===== config.mk =====
export PLATFORM = sky130hd
export DESIGN_NAME = fsm_path_sequencer_flat
export DESIGN_NICKNAME = d
export VERILOG_FILES = /design/src/rtl/fsm_path_sequencer_pkg.sv /design/src/rtl/fsm_path_sequencer_if.sv /design/src/rtl/fsm_path_sequencer.sv /design/src/flat_wrapper.sv
export SDC_FILE = /design/constraint.sdc
export NUM_CORES = 1
export LEC_CHECK = 0
export CORE_ASPECT_RATIO = 1.25
export CORE_MARGIN = 8
export CORE_UTILIZATION = 31
export CTS_CLUSTER_DIAMETER = 60
export DETAILED_ROUTE_END_ITERATION = 10
export DONT_BUFFER_PORTS = 1
export HOLD_SLACK_MARGIN = 0.03
export SETUP_SLACK_MARGIN = 0.2
export SLEW_MARGIN = 20
export SYNTH_ARGS = -nofsm -noshare
export SYNTH_HDL_FRONTEND = slang
export SYNTH_SLANG_ARGS = --single-unit

===== constraint.sdc =====
create_clock -name clk -period 3.4 [get_ports clk]
set_input_delay 0.68 -clock clk [delete_from_list [all_inputs] [get_ports clk]]
set_output_delay 0.68 -clock clk [all_outputs]
set_load 0.005 [all_outputs]

===== src/rtl/fsm_path_sequencer_pkg.sv =====
// Shared types and timing constants for the branch-FSM path sequencer.
// Each traversal takes TRAV_LEN cycles, and the FSM reset takes SYNC_LAT cycles.
package fsm_seq_pkg;

  typedef enum logic [2:0] {
    ST_IDLE,
    ST_SYNC,
    ST_DRV_X,
    ST_DRV_Y,
    ST_CHK,
    ST_DONE
  } seq_state_e;

  typedef enum logic [1:0] {
    PATH_S2_S4   = 2'd0,
    PATH_S1_S4   = 2'd1,
    PATH_S1_S3   = 2'd2,
    PATH_ILLEGAL = 2'd3
  } path_e;

  localparam int TRAV_LEN = 3;
  localparam int SYNC_LAT = 1;

  // Only the s0->s1->s3 path ends in the state where the FSM output is high.
  function automatic logic path_hits(input path_e p);
    return p == PATH_S1_S3;
  endfunction

endpackage


===== src/rtl/fsm_path_sequencer_if.sv =====
// Command and result bundle between a command source and the path sequencer.
// A command is taken when valid meets ready, and the results hold until the next accept.
interface fsm_path_sequencer_if #(
  parameter int CNT_W = 8
);

  logic             cmd_valid;
  logic             cmd_ready;
  logic [1:0]       cmd_path;
  logic [CNT_W-1:0] cmd_count;
  logic             done;
  logic [CNT_W-1:0] hit_count;
  logic             mismatch;
  logic             cmd_err;

  modport master (
    output cmd_valid, cmd_path, cmd_count,
    input  cmd_ready, done, hit_count, mismatch, cmd_err
  );

  modport slave (
    input  cmd_valid, cmd_path, cmd_count,
    output cmd_ready, done, hit_count, mismatch, cmd_err
  );

endinterface


===== src/rtl/fsm_path_sequencer.sv =====
// Drives the 5-state branch FSM along a commanded path N times and checks its output.
// Legal command: done at accept+2+3N; illegal command: done at accept+1. cmd_ready is low while busy, and cmd_valid is ignored then.
module fsm_path_sequencer
  import fsm_seq_pkg::*;
#(
  parameter int CNT_W = 8
) (
  input  logic                 clk,
  input  logic                 rst,
  fsm_path_sequencer_if.slave  cmd,
  output logic                 fsm_rst_n,
  output logic                 fsm_x,
  output logic                 fsm_y,
  input  logic                 fsm_out
);

  seq_state_e       state_q;
  seq_state_e       state_d;
  path_e            path_q;
  logic [CNT_W-1:0] remaining_q;
  logic [CNT_W-1:0] remaining_dec;
  logic [CNT_W-1:0] hit_q;
  logic             mismatch_q;
  logic             cmd_err_q;
  logic             done_q;
  logic             fsm_rst_n_q;
  logic             accept;

  assign accept        = (state_q == ST_IDLE) && cmd.cmd_valid;
  assign remaining_dec = (remaining_q != '0) ? remaining_q - CNT_W'(1) : '0;

  always_comb begin
    state_d = state_q;
    fsm_x   = 1'b0;
    fsm_y   = 1'b0;
    case (state_q)
      ST_IDLE: begin
        if (cmd.cmd_valid) begin
          state_d = (path_e'(cmd.cmd_path) == PATH_ILLEGAL) ? ST_DONE : ST_SYNC;
        end
      end
      ST_SYNC:  state_d = (remaining_q != '0) ? ST_DRV_X : ST_DONE;
      ST_DRV_X: begin
        fsm_x   = (path_q != PATH_S2_S4);
        state_d = ST_DRV_Y;
      end
      ST_DRV_Y: begin
        fsm_y   = (path_q == PATH_S1_S3);
        state_d = ST_CHK;
      end
      // The FSM is back in s0 after CHK, so the next traversal starts straight away.
      ST_CHK:   state_d = (remaining_dec != '0) ? ST_DRV_X : ST_DONE;
      ST_DONE:  state_d = ST_IDLE;
      default:  state_d = ST_IDLE;
    endcase
  end

  always_ff @(posedge clk) begin
    if (rst) begin
      state_q     <= ST_IDLE;
      path_q      <= PATH_S2_S4;
      remaining_q <= '0;
      hit_q       <= '0;
      mismatch_q  <= 1'b0;
      cmd_err_q   <= 1'b0;
      done_q      <= 1'b0;
      fsm_rst_n_q <= 1'b0;
    end else begin
      state_q     <= state_d;
      done_q      <= (state_d == ST_DONE);
      fsm_rst_n_q <= (state_d != ST_SYNC);
      case (state_q)
        ST_IDLE: begin
          if (accept) begin
            path_q      <= path_e'(cmd.cmd_path);
            remaining_q <= cmd.cmd_count;
            hit_q       <= '0;
            mismatch_q  <= 1'b0;
            cmd_err_q   <= (path_e'(cmd.cmd_path) == PATH_ILLEGAL);
          end
        end
        // The FSM output must stay low until it reaches s3.
        ST_SYNC, ST_DRV_X, ST_DRV_Y: begin
          if (fsm_out) mismatch_q <= 1'b1;
        end
        ST_CHK: begin
          if (fsm_out) hit_q <= hit_q + CNT_W'(1);
          if (fsm_out != path_hits(path_q)) mismatch_q <= 1'b1;
          remaining_q <= remaining_dec;
        end
        default: ;
      endcase
    end
  end

  assign fsm_rst_n     = fsm_rst_n_q;
  assign cmd.cmd_ready = (state_q == ST_IDLE);
  assign cmd.done      = done_q;
  assign cmd.hit_count = hit_q;
  assign cmd.mismatch  = mismatch_q;
  assign cmd.cmd_err   = cmd_err_q;

endmodule


===== src/flat_wrapper.sv =====
// flat-port wrapper written by rule: the top's interface ports become plain ports
module fsm_path_sequencer_flat import fsm_seq_pkg::*;
#(
  parameter int CNT_W = 8
)
  (clk, rst, fsm_rst_n, fsm_x, fsm_y, fsm_out, cmd_cmd_valid, cmd_cmd_path, cmd_cmd_count, cmd_cmd_ready, cmd_done, cmd_hit_count, cmd_mismatch, cmd_cmd_err);
  fsm_path_sequencer_if #(.CNT_W(CNT_W)) cmd_i ();
  input  logic clk;
  input  logic rst;
  output logic fsm_rst_n;
  output logic fsm_x;
  output logic fsm_y;
  input  logic fsm_out;
  input wire logic [$bits(cmd_i.cmd_valid)-1:0] cmd_cmd_valid;
  input wire logic [$bits(cmd_i.cmd_path)-1:0] cmd_cmd_path;
  input wire logic [$bits(cmd_i.cmd_count)-1:0] cmd_cmd_count;
  output wire logic [$bits(cmd_i.cmd_ready)-1:0] cmd_cmd_ready;
  output wire logic [$bits(cmd_i.done)-1:0] cmd_done;
  output wire logic [$bits(cmd_i.hit_count)-1:0] cmd_hit_count;
  output wire logic [$bits(cmd_i.mismatch)-1:0] cmd_mismatch;
  output wire logic [$bits(cmd_i.cmd_err)-1:0] cmd_cmd_err;
  assign cmd_i.cmd_valid = cmd_cmd_valid;
  assign cmd_i.cmd_path = cmd_cmd_path;
  assign cmd_i.cmd_count = cmd_cmd_count;
  assign cmd_cmd_ready = cmd_i.cmd_ready;
  assign cmd_done = cmd_i.done;
  assign cmd_hit_count = cmd_i.hit_count;
  assign cmd_mismatch = cmd_i.mismatch;
  assign cmd_cmd_err = cmd_i.cmd_err;
  fsm_path_sequencer #(.CNT_W(CNT_W)) u_core (.clk(clk), .rst(rst), .cmd(cmd_i), .fsm_rst_n(fsm_rst_n), .fsm_x(fsm_x), .fsm_y(fsm_y), .fsm_out(fsm_out));
endmodule

==> reports/summary.log, run 1 <==
INFO  outcome        status=completed
INFO  critical_path  reg2reg_to=u_core.remaining_q[1]
INFO  drt            routed_wl=3.54mm
INFO  floorplanning  floorplan.core_area=0.00469mm²
INFO  synthesis      synth_edf_count=0
INFO  floorplanning  placement_rows=28
INFO  power          cellInternalPower=0.765mW
INFO  critical_path  cpPeakStageDelay=0.65ns
INFO  timing         hold-worst-slack=0.458ns
INFO  drt            drtAntennaViolNets=0
INFO  cts            ctsLongestPathBuffers=2
INFO  drt            detail_route.iter0.violations=49
INFO  power          finalPower=1.39mW
INFO  timing         clock_skew=0.00521ns
INFO  layout         antenna_cells=0
INFO  cts            number_of_sinks_handled_by_clock_tree_synthesis=25
INFO  power          cellLeakagePower=0.541nW
INFO  cts            clk-insertion-delay-late=0.28ns
INFO  cts            number_of_setup_buffers_added_after_cts=0
INFO  cts            cts_tree=yes
INFO  grt            globalRouteTotalUtil=10.2%
INFO  grt            grt_max_degree=20
INFO  floorplanning  floorplan.initialDensity=32.0%
INFO  timing         slew_margin_rel=63.3%
INFO  placed_design  routabilityCongestion=0.800
INFO  power          p_sw=0.623mW
INFO  power          share_comb_of_total_power=49.0%
INFO  timing         final_hold_viol_count=0
INFO  timing         setup_repair_after_global_routing_missed_its_margin=no
INFO  critical_path  crit_type=reg -> out
INFO  layout         final_layout_size_suffix_gt1_share=9.52%
INFO  grt            grt_first_pass_wirelength=6.04mm
INFO  synthesis      syn_area=0.00150mm²
INFO  timing         final.setup.tns=0ns
INFO  critical_path  cp-end-kind=primary output
INFO  synthesis      synthesis.area_per_instance=8.62µm²
INFO  power          clkPwrFrac=13.6%
INFO  floorplanning  io_pins=29
INFO  run            maxCapViolCount=0
INFO  placed_design  place.detailed.hpwl=2.66mm
INFO  placed_design  post_dp_cell_area=0.00153mm²
INFO  drt            route.detailed.drc=0
INFO  synthesis      sequential_cell_area_fraction_in_the_yosys_report=33.4%
INFO  critical_path  worst_reg_to_reg_setup_slack=1.45ns
INFO  timing         timing_worst_slew_pin_value=0.549ns
INFO  cts            clk_root_buffer_cell=clkbuf_8
INFO  floorplanning  die_area=0.00734mm²
INFO  synthesis      postSynth.asyncResetShare=0%
INFO  timing         finalCriticalPeriod=2.23ns
INFO  floorplanning  dieHeight=93.8µm
INFO  drt            vias_per_cell=5.41
INFO  timing         final_min_period_over_clock_period=65.7%
INFO  hold_path      worstHoldPathType=in -> reg
INFO  power          seq_power_share=37.4%
INFO  drt            drtPass1Iterations=5
INFO  drt            detail_route.wl_per_cell=15.5µm
INFO  synthesis      synth-main-ff-cell=dfxtp_1
INFO  grt            globalRouteOverflowTotal=0
INFO  cts            cts.clk_slew.worst_paths=0.10ns
INFO  timing         maxClockFrequency=448MHz
INFO  synthesis      synth_cell_type_count=53
INFO  grt            number_of_global_route_vias_before_repair=1187
INFO  cts            tritoncts.num_buffers=3
INFO  drt            detailroute.via_count=1234
INFO  critical_path  crit_path_top_delay_cell=dfxtp_1
INFO  critical_path  path_cells=inv_1, nor4_1
INFO  synthesis      synthesis.instances=174
INFO  cts            cts_htree_levels=1
INFO  power          swShare=44.9%
INFO  layout         flow.area_growth_from_synthesis=4.84%
INFO  synthesis      synth_warnings=0
INFO  hold_path      hold_start=rst
INFO  critical_path  crit_path_max_fanout=9
INFO  critical_path  r2r.worst_path.cells=4
INFO  placed_design  portbufs=0
INFO  synthesis      synthesis.nets=190
INFO  cts            cts_resized=0
INFO  timing         setup_violations=0
INFO  layout         finalInstanceArea=0.00157mm²
INFO  grt            antenna_found_initial=0
INFO  critical_path  required=2.72ns
INFO  critical_path  setup.worst_path.start_class=flop
INFO  timing         final-max-slew-violation-count=0
INFO  synthesis      ys_ff_latch=25
INFO  cts            post_cts_hold_buffer_count=0
INFO  hold_path      min_delay_path_depth=1
INFO  floorplanning  floorplan.die.width=78.2µm
INFO  critical_path  data_arrival_critical_path=1.55ns
INFO  power          peakVddDrop=0.428mV
INFO  layout         finalNetCount=185
INFO  critical_path  r2r_start=u_core.state_q[2]
INFO  power          power-per-cell-area=883mW/mm²
INFO  hold_path      hold_path_end=u_core.remaining_q[0]
cells in the final DEF, fill, tap and decap left out, types with 3 or more instances in the layout:
cell type	synthesis	routed
nor4_1	3	3
nand4_1	6	6
nor3_1	7	7
dfxtp_1	25	25
a21oi_1	13	13
a222oi_1	3	3
a211oi_1	3	3
nand2_1	11	11
nand3_1	6	6
o21a_1	3	3
a22oi_1	4	4
o21ai_1	4	4
o21ai_0	3	3
nor2_1	15	15
clkbuf_8	0	3
inv_1	5	5
and2_1	3	3
nand2b_1	3	3
xor2_1	7	7
how the worst max path moves through the flow:
stage	cells past startpoint	end	from
floorplan	6	u_core.remaining_q[6]	u_core.remaining_q[0]
global placement	2	fsm_x	u_core.state_q[1]
detailed placement	4	u_core.remaining_q[1]	u_core.state_q[2]
CTS	2	fsm_x	u_core.state_q[1]
global route	2	fsm_x	u_core.state_q[1]
finish	2	fsm_x	u_core.state_q[1]
per-layer routing:
layer / vias up / wire (µm) / share of wire, % / GRT usage (%)
li1: 626 / - / - / -
met1: 565 / 1550 / 44 / 11.9
met2: 36 / 1600 / 45 / 16.4
met3: 7 / 336 / 9.5 / 4.21
met4: 0 / 57 / 1.6 / 3.41
met5: - / 0 / 0 / 0
registers in the layout, summed over array words and instances, names as in the netlist:
signal,cells
u_core.cmd.hit_count,8
u_core.remaining_q,8
u_core.state_q,3
u_core.path_q,2
u_core.cmd.cmd_err,1
u_core.cmd.done,1
u_core.cmd.mismatch,1
u_core.fsm_rst_n,1
metrics by stage:
| stage | worst slack [ns] | cells | utilization, % |
|---|---|---|---|
| after floorplan | 1.76 | 174 | - |
| after global placement | 1.45 | 224 | 32.5 |
| after detailed placement | 1.43 | 224 | 32.5 |
| after CTS | 1.13 | 228 | 33.5 |
| after global routing | 0.972 | 228 | 33.5 |
| final | 1.17 | 228 | 33.5 |
power by group through the flow:
stage,clock (mW),sequential [mW],combinational [mW]
6_report,0.188,0.520,0.680
5_1_grt,0.209,0.538,0.774
4_1_cts,0.189,0.520,0.688
3_5_place_dp,0,0.527,0.684
3_3_place_gp,0,0.525,0.675
2_1_floorplan,0,0.417,0.673
cells in the mapped netlist, types with 4 or more instances:
cell,instances,share of area [%]
inv_1,5,1.3
a21oi_1,13,4.3
nor3_1,7,2.3
xor2_1,7,4.1
a22oi_1,4,2.0
nor2_1,15,3.8
nand4_1,6,2.5
buf_2,6,2.0
dfxtp_1,25,33
nand2_1,11,2.8
o21ai_1,4,1.3
nand3_1,6,2.0
logic make-up after synthesis:
| kind of cell | share of synthesized area (%) |
|---|---|
| and+or+nand+nor | 33.8 |
| AOI/OAI and AO/OA | 19.9 |
| DFF | 33.4 |
| buffers and inverters | 5.00 |
| xor gates and xnor gates | 4.67 |
| muxes | 1.67 |
| adders and majority gates | 1.67 |
final cells by class:
type                    count  area, µm²
fillers                   525       3120
multi-input cells         133        925
flip-flops and latches     25        500
well taps                  60       75.1
clock buffers               3       41.3
inverters                   5       18.8
repair buffers              1       7.51
clock inverters             1       5.00
worst max-delay path: cells and delay by family (launching register included):
kind / cells / cell delay, ns
flip-flops: 1 / 0.65
AND/OR/NAND/NOR: 1 / 0.48
buffers and inverters: 1 / 0.15
Power figures use the tool's default switching activity.
==> run 2, diff against run 1 <==
==> constraint.sdc (replaced) <==
create_clock -name clk -period 2.15 [get_ports clk]
set_input_delay 0.43 -clock clk [delete_from_list [all_inputs] [get_ports clk]]
set_output_delay 0.43 -clock clk [all_outputs]
set_load 0.005 [all_outputs]
==> reports/summary.log, run 2 (synthesis results as in run 1) <==
INFO  power          peakVddDrop=0.672mV
INFO  floorplanning  floorplan.initialDensity=32.0%
INFO  timing         setup_repair_after_global_routing_missed_its_margin=no
INFO  critical_path  crit_path_max_fanout=6
INFO  placed_design  dpl_worst_slack=0.359ns
INFO  layout         mostFrequentLayoutCell=dfxtp_1
INFO  timing         final_min_period_over_clock_period=85.3%
INFO  floorplanning  placement_rows=28
INFO  drt            drtAntennaViolNets=0
INFO  layout         antenna_cells=0
INFO  timing         setup_violations=0
INFO  drt            routed_wl=3.64mm
INFO  placed_design  post_dp_cell_area=0.00157mm²
INFO  critical_path  setup.worst_path.start_class=flop
INFO  timing         clock_skew=0.00627ns
INFO  drt            detail_route.iter0.violations=64
INFO  cts            post_cts_hold_buffer_count=0
INFO  cts            clk_root_buffer_cell=clkbuf_8
INFO  floorplanning  dieHeight=93.8µm
INFO  grt            globalRouteOverflowTotal=0
INFO  drt            route.detailed.drc=0
INFO  hold_path      worstHoldPathType=in -> reg
INFO  grt            antenna_found_initial=0
INFO  timing         post-route-worst-setup-slack=0.317ns
INFO  grt            number_of_global_route_vias_before_repair=1231
INFO  timing         maxClockFrequency=545MHz
INFO  floorplanning  io_pins=29
INFO  timing         slew_margin_rel=66.8%
INFO  drt            detailroute.via_count=1253
INFO  power          power-per-cell-area=1400mW/mm²
INFO  timing         final-max-slew-violation-count=0
INFO  placed_design  routabilityCongestion=0.856
INFO  cts            tritoncts.num_buffers=3
INFO  layout         flow.area_growth_from_synthesis=8.59%
INFO  cts            cts_tree=yes
INFO  critical_path  crit_type=reg -> out
INFO  critical_path  cpPeakStageDelay=0.51ns
INFO  critical_path  required=1.72ns
INFO  critical_path  crit_path_top_delay_cell=dfxtp_1
INFO  drt            detail_route.wl_per_cell=15.5µm
INFO  layout         commonest_cells_after_routing_fill_and_taps_aside=25 x dfxtp_1, 15 x nor2_1, 13 x a21oi_1
INFO  cts            cts_resized=0
INFO  floorplanning  floorplan.die.width=78.2µm
INFO  placed_design  portbufs=0
INFO  drt            vias_per_cell=5.35
INFO  grt            globalRouteTotalUtil=10.0%
INFO  critical_path  dominant_delay_contributor_by_cell_family_on_the_critical_path=flip-flops
INFO  drt            drtPass1Iterations=4
INFO  power          finalPower=2.29mW
INFO  cts            clk-insertion-delay-late=0.28ns
INFO  floorplanning  floorplan.core_area=0.00469mm²
INFO  critical_path  path_cells=inv_1, nor4_1
INFO  critical_path  data_arrival_critical_path=1.40ns
INFO  cts            cts_htree_levels=1
INFO  timing         final.setup.tns=0ns
INFO  critical_path  path_buf_inv=1
INFO  timing         hold-worst-slack=0.209ns
INFO  floorplanning  die_area=0.00734mm²
INFO  grt            grt_max_degree=20
INFO  timing         final_hold_viol_count=0
INFO  placed_design  place.detailed.hpwl=2.79mm
INFO  layout         finalNetCount=191
INFO  cts            number_of_sinks_handled_by_clock_tree_synthesis=25
INFO  outcome        status=completed
INFO  cts            number_of_setup_buffers_added_after_cts=0
INFO  power          cellLeakagePower=0.568nW
INFO  grt            grt_first_pass_wirelength=5.87mm
INFO  cts            ctsLongestPathBuffers=2
INFO  layout         final_layout_size_suffix_gt1_share=13.8%
INFO  timing         finalCriticalPeriod=1.83ns
INFO  run            maxCapViolCount=0
INFO  cts            cts.clk_slew.worst_paths=0.10ns
INFO  critical_path  cp-end-kind=primary output
INFO  timing         timing_worst_slew_pin_value=0.493ns
INFO  layout         finalInstanceArea=0.00163mm²
[run 2: path summary, 6_finish.rpt]
check / depth (start not counted) / start / slack (ns) / end
worst min register to register: 2 / u_core.path_q[0] / 0.47 / u_core.path_q[0]
worst max-delay path: 2 / u_core.state_q[1] / 0.32 / fsm_y
worst min-delay path: 1 / rst / 0.21 / u_core.remaining_q[0]
worst max register to register: 6 / u_core.remaining_q[0] / 0.34 / u_core.state_q[0]
[run 2: layer usage]
layer	track usage [%]	share of wire, %
met2	17.2	48
met3	4.12	8.5
met5	0	0
met4	4.64	2.0
met1	10.4	42
[run 2: power by group]
| part | leakage, nW | internal, mW | switching (mW) |
|---|---|---|---|
| clock network | 0.0217 | 0.132 | 0.166 |
| logic | 0.342 | 0.575 | 0.641 |
| registers | 0.204 | 0.574 | 0.199 |
| total | 0.568 | 1.28 | 1.01 |
[run 2: cell type report]
cell class	instances	area, µm²
flip-flops and latches	25	500
fillers	511	3070
clock buffers	3	41.3
well taps	60	75.1
multi-input cells	133	933
inverters	5	18.8
repair buffers	7	52.6
clock inverters	1	7.51
[run 2: through the flow]
| step | util, % | cells |
|---|---|---|
| after floorplan | - | 174 |
| after global placement | 33.5 | 230 |
| after detailed placement | 33.5 | 230 |
| after CTS | 34.5 | 234 |
| after global routing | 34.7 | 234 |
| final | 34.7 | 234 |
==> run 3, diff against run 2 <==
--- a/config.mk
+++ b/config.mk
@@ -5,6 +5,7 @@
 export SDC_FILE = /design/constraint.sdc
 export NUM_CORES = 1
 export LEC_CHECK = 0
+export ABC_AREA = 1
 export CORE_ASPECT_RATIO = 1.25
 export CORE_MARGIN = 8
 export CORE_UTILIZATION = 31
@@ -17,3 +18,4 @@
 export SYNTH_ARGS = -nofsm -noshare
 export SYNTH_HDL_FRONTEND = slang
 export SYNTH_SLANG_ARGS = --single-unit
+export TNS_END_PERCENT = 10
==> reports/summary.log, run 3 <==
INFO  outcome        status=completed
INFO  synthesis      post_synth_main_area_contributors=dfxtp_1 34%, nand2_1 13%, inv_1 7.9%, a21oi_1 4.4%, nand3_1 4.1%
INFO  cts            cts_tree=yes
INFO  power          clkPwrFrac=12.5%
INFO  floorplanning  placement_rows=28
INFO  critical_path  path_cells=inv_1, ha_4, nand2_2, nor2_4, inv_4, o21ai_1, nand2_1, nor2_4, nand3_2, nand2_1, nand3_1, nand2_1, inv_1
INFO  power          cellLeakagePower=0.653nW
INFO  layout         flow.area_growth_from_synthesis=7.25%
INFO  cts            clk-insertion-delay-late=0.27ns
INFO  critical_path  setup.worst_path.start_class=flop
INFO  timing         setup_violations=0
INFO  timing         finalCriticalPeriod=1.74ns
INFO  cts            number_of_sinks_handled_by_clock_tree_synthesis=25
INFO  hold_path      min_delay_path_depth=1
INFO  cts            cts.clk_slew.worst_paths=0.09ns
INFO  critical_path  required=2.33ns
INFO  synthesis      synth_compound_area_share=15.1%
INFO  synthesis      synthesis.area_per_instance=6.86µm²
INFO  timing         final_hold_viol_count=0
INFO  synthesis      postSynth.asyncResetShare=0%
INFO  placed_design  portbufs=0
INFO  critical_path  r2r.worst_path.cells=13
INFO  cts            clk_root_buffer_cell=clkbuf_8
INFO  floorplanning  dieHeight=92.9µm
INFO  grt            groute.layer.met3.usage=2.62%
INFO  layout         antenna_cells=0
INFO  timing         hold-worst-slack=0.209ns
INFO  drt            drtPass1Iterations=4
INFO  synthesis      synth_edf_count=0
INFO  synthesis      synthesis.nets=230
INFO  power          power-per-cell-area=1470mW/mm²
INFO  synthesis      synth-main-ff-cell=dfxtp_1
INFO  drt            detailroute.via_count=1324
INFO  grt            top_usage_layer=met2
INFO  critical_path  crit_path_top_delay_cell=dfxtp_1
INFO  drt            vias_per_cell=4.85
INFO  layout         final_core_occ=33.8%
INFO  power          share_comb_of_total_power=58.0%
INFO  power          p_sw=1.15mW
INFO  timing         slew_margin_rel=67.7%
INFO  drt            detail_route.iter0.violations=44
INFO  grt            antenna_found_initial=0
INFO  critical_path  data_arrival_critical_path=1.92ns
INFO  power          peakVddDrop=0.587mV
INFO  critical_path  critical_path.startpoint=u_core.remaining_q[1]
INFO  grt            globalRouteTotalUtil=10.0%
INFO  placed_design  place.detailed.hpwl=2.73mm
INFO  grt            globalRouteOverflowTotal=0
INFO  synthesis      synth-xor-area-share=0.597%
INFO  timing         final.setup.tns=0ns
INFO  grt            grt_max_degree=15
INFO  synthesis      synth_cell_type_count=36
INFO  floorplanning  floorplan.die.width=77.5µm
INFO  synthesis      synth_top_family_by_area=simple AND/OR/NAND/NOR gates
INFO  floorplanning  io_pins=29
INFO  cts            cts_htree_levels=1
INFO  layout         finalNetCount=230
INFO  synthesis      post_synth_and_or_nand_nor_area_fraction=36.6%
INFO  drt            route.detailed.drc=0
INFO  floorplanning  floorplan.initialDensity=31.5%
INFO  timing         final-max-slew-violation-count=0
INFO  grt            number_of_global_route_vias_before_repair=1263
INFO  synthesis      post-synth-top-area-cell=dfxtp_1
INFO  power          cellInternalPower=1.16mW
INFO  critical_path  crit_path_max_fanout=11
INFO  timing         clock_skew=0.00192ns
INFO  drt            routed_wl=3.55mm
INFO  grt            grt.met1_usage=11.6%
INFO  grt            globalRouteMet2Util=17.0%
INFO  synthesis      post_synth_fa_ha_maj_area_fraction=1.71%
INFO  power          seq_power_share=29.4%
INFO  drt            drtAntennaViolNets=0
INFO  critical_path  cp_common_cell=nand2_1
INFO  synthesis      yosysTopAreaCellShare=34.1%
INFO  synthesis      syn_area=0.00147mm²
INFO  floorplanning  floorplan.core_area=0.00466mm²
INFO  synthesis      synth_warnings=0
INFO  drt            detail_route.wl_per_cell=13.0µm
INFO  timing         setup_repair_after_global_routing_missed_its_margin=no
INFO  cts            ctsLongestPathBuffers=2
INFO  layout         final_layout_size_suffix_gt1_share=15.0%
INFO  critical_path  crit_type=reg -> reg
INFO  layout         commonest_cells_after_routing_fill_and_taps_aside=49 x nand2_1, 30 x inv_1, 25 x dfxtp_1
INFO  critical_path  cpPeakStageDelay=0.33ns
INFO  layout         mostFrequentLayoutCell=nand2_1
INFO  timing         timing_worst_slew_pin_value=0.480ns
INFO  run            maxCapViolCount=0
INFO  cts            number_of_setup_buffers_added_after_cts=0
INFO  critical_path  cp-end-kind=flop
INFO  grt            grt_first_pass_wirelength=5.80mm
INFO  floorplanning  die_area=0.00721mm²
INFO  critical_path  r2r_start=u_core.remaining_q[1]
INFO  timing         maxClockFrequency=576MHz
INFO  synthesis      yosys.cell_count.top_type=nand2_1
INFO  hold_path      worstHoldPathType=in -> reg
INFO  timing         final_min_period_over_clock_period=80.8%
INFO  power          swShare=49.8%
INFO  synthesis      synthesis.instances=214
INFO  hold_path      hold_start=rst
INFO  synthesis      sequential_cell_area_fraction_in_the_yosys_report=34.1%
INFO  placed_design  routabilityCongestion=0.908
INFO  synthesis      ys_top_cells_by_count=49 x nand2_1, 31 x inv_1, 25 x dfxtp_1
INFO  synthesis      synthMuxAreaShare=0%
INFO  cts            tritoncts.num_buffers=3
INFO  synthesis      ys_ff_latch=25
## run 3: cell count changes after synthesis, sizes merged, moves of 4 or more
cell   delta
nand2    +43
inv      +32
nand3     +9
nor2      +8
xor2      -7
a31oi     +6
buf       -4
## run 3: worst paths after layout
check                                      endpoint  slack, ns
worst min register to register  u_core.cmd.mismatch       0.49
worst max register to register     u_core.fsm_rst_n       0.41
worst max-delay path               u_core.fsm_rst_n       0.41
worst min-delay path             u_core.cmd.cmd_err       0.21
## run 3: logic make-up (layout without fill, tap and decap cells)
kind of cell,Yosys count,after routing
XOR/XNOR,1,1
AND/OR/NAND/NOR,107,107
buffers and inverters,43,42
flip-flops,25,25
adder cells (fa/ha/maj),2,2
AO/OA/AOI/OAI,36,36
## run 3: what timing repair did
action / CTS / global route
resized for setup: 0 / 5
endpoints found under the setup margin: 0 / 3
hold buffers: 0 / 0
endpoints found under the hold margin: 0 / 0
## run 3: layout make-up
| class | count | area [µm²] |
|---|---|---|
| fill | 513 | 3090 |
| tap | 60 | 75.1 |
| clock buffer | 3 | 41.3 |
| inverter | 38 | 148 |
| multi-input combinational | 146 | 805 |
| sequential | 25 | 500 |
| clock inverter | 1 | 5.00 |
## run 3: critical path, delay by kind of cell, from the launching register on
family,cells,cell delay [ns]
buf+inv,3,0.24
fa+ha+maj,1,0.17
compound gates,1,0.09
simple gates,8,0.80
flops,1,0.33
## run 3: metrics by stage
| stage | instances | instance area [µm²] | setup WS [ns] | power, mW |
|---|---|---|---|---|
| final | 273 | 1570 | 0.412 | 2.31 |
| after global routing | 273 | 1570 | 0.198 | 2.56 |
| after CTS | 273 | 1560 | 0.295 | 2.29 |
| after detailed placement | 269 | 1510 | 0.322 | 2.00 |
| after global placement | 269 | 1510 | 0.319 | 1.99 |
| after floorplan | 214 | 1470 | 0.539 | 1.82 |
## run 3: power groups by stage
stage,Clock [mW],Combinational (mW),Sequential (mW)
after CTS,0.301,1.31,0.681
after floorplan,0,1.17,0.655
final,0.290,1.34,0.681
after global placement,0,1.30,0.691
after detailed placement,0,1.31,0.691
after global routing,0.321,1.54,0.701
## run 3: routing by layer
layer	wire [µm]	part of all wire [%]
met3	178	5.0
met5	0	0
met4	58	1.6
met2	1680	47
met1	1640	46
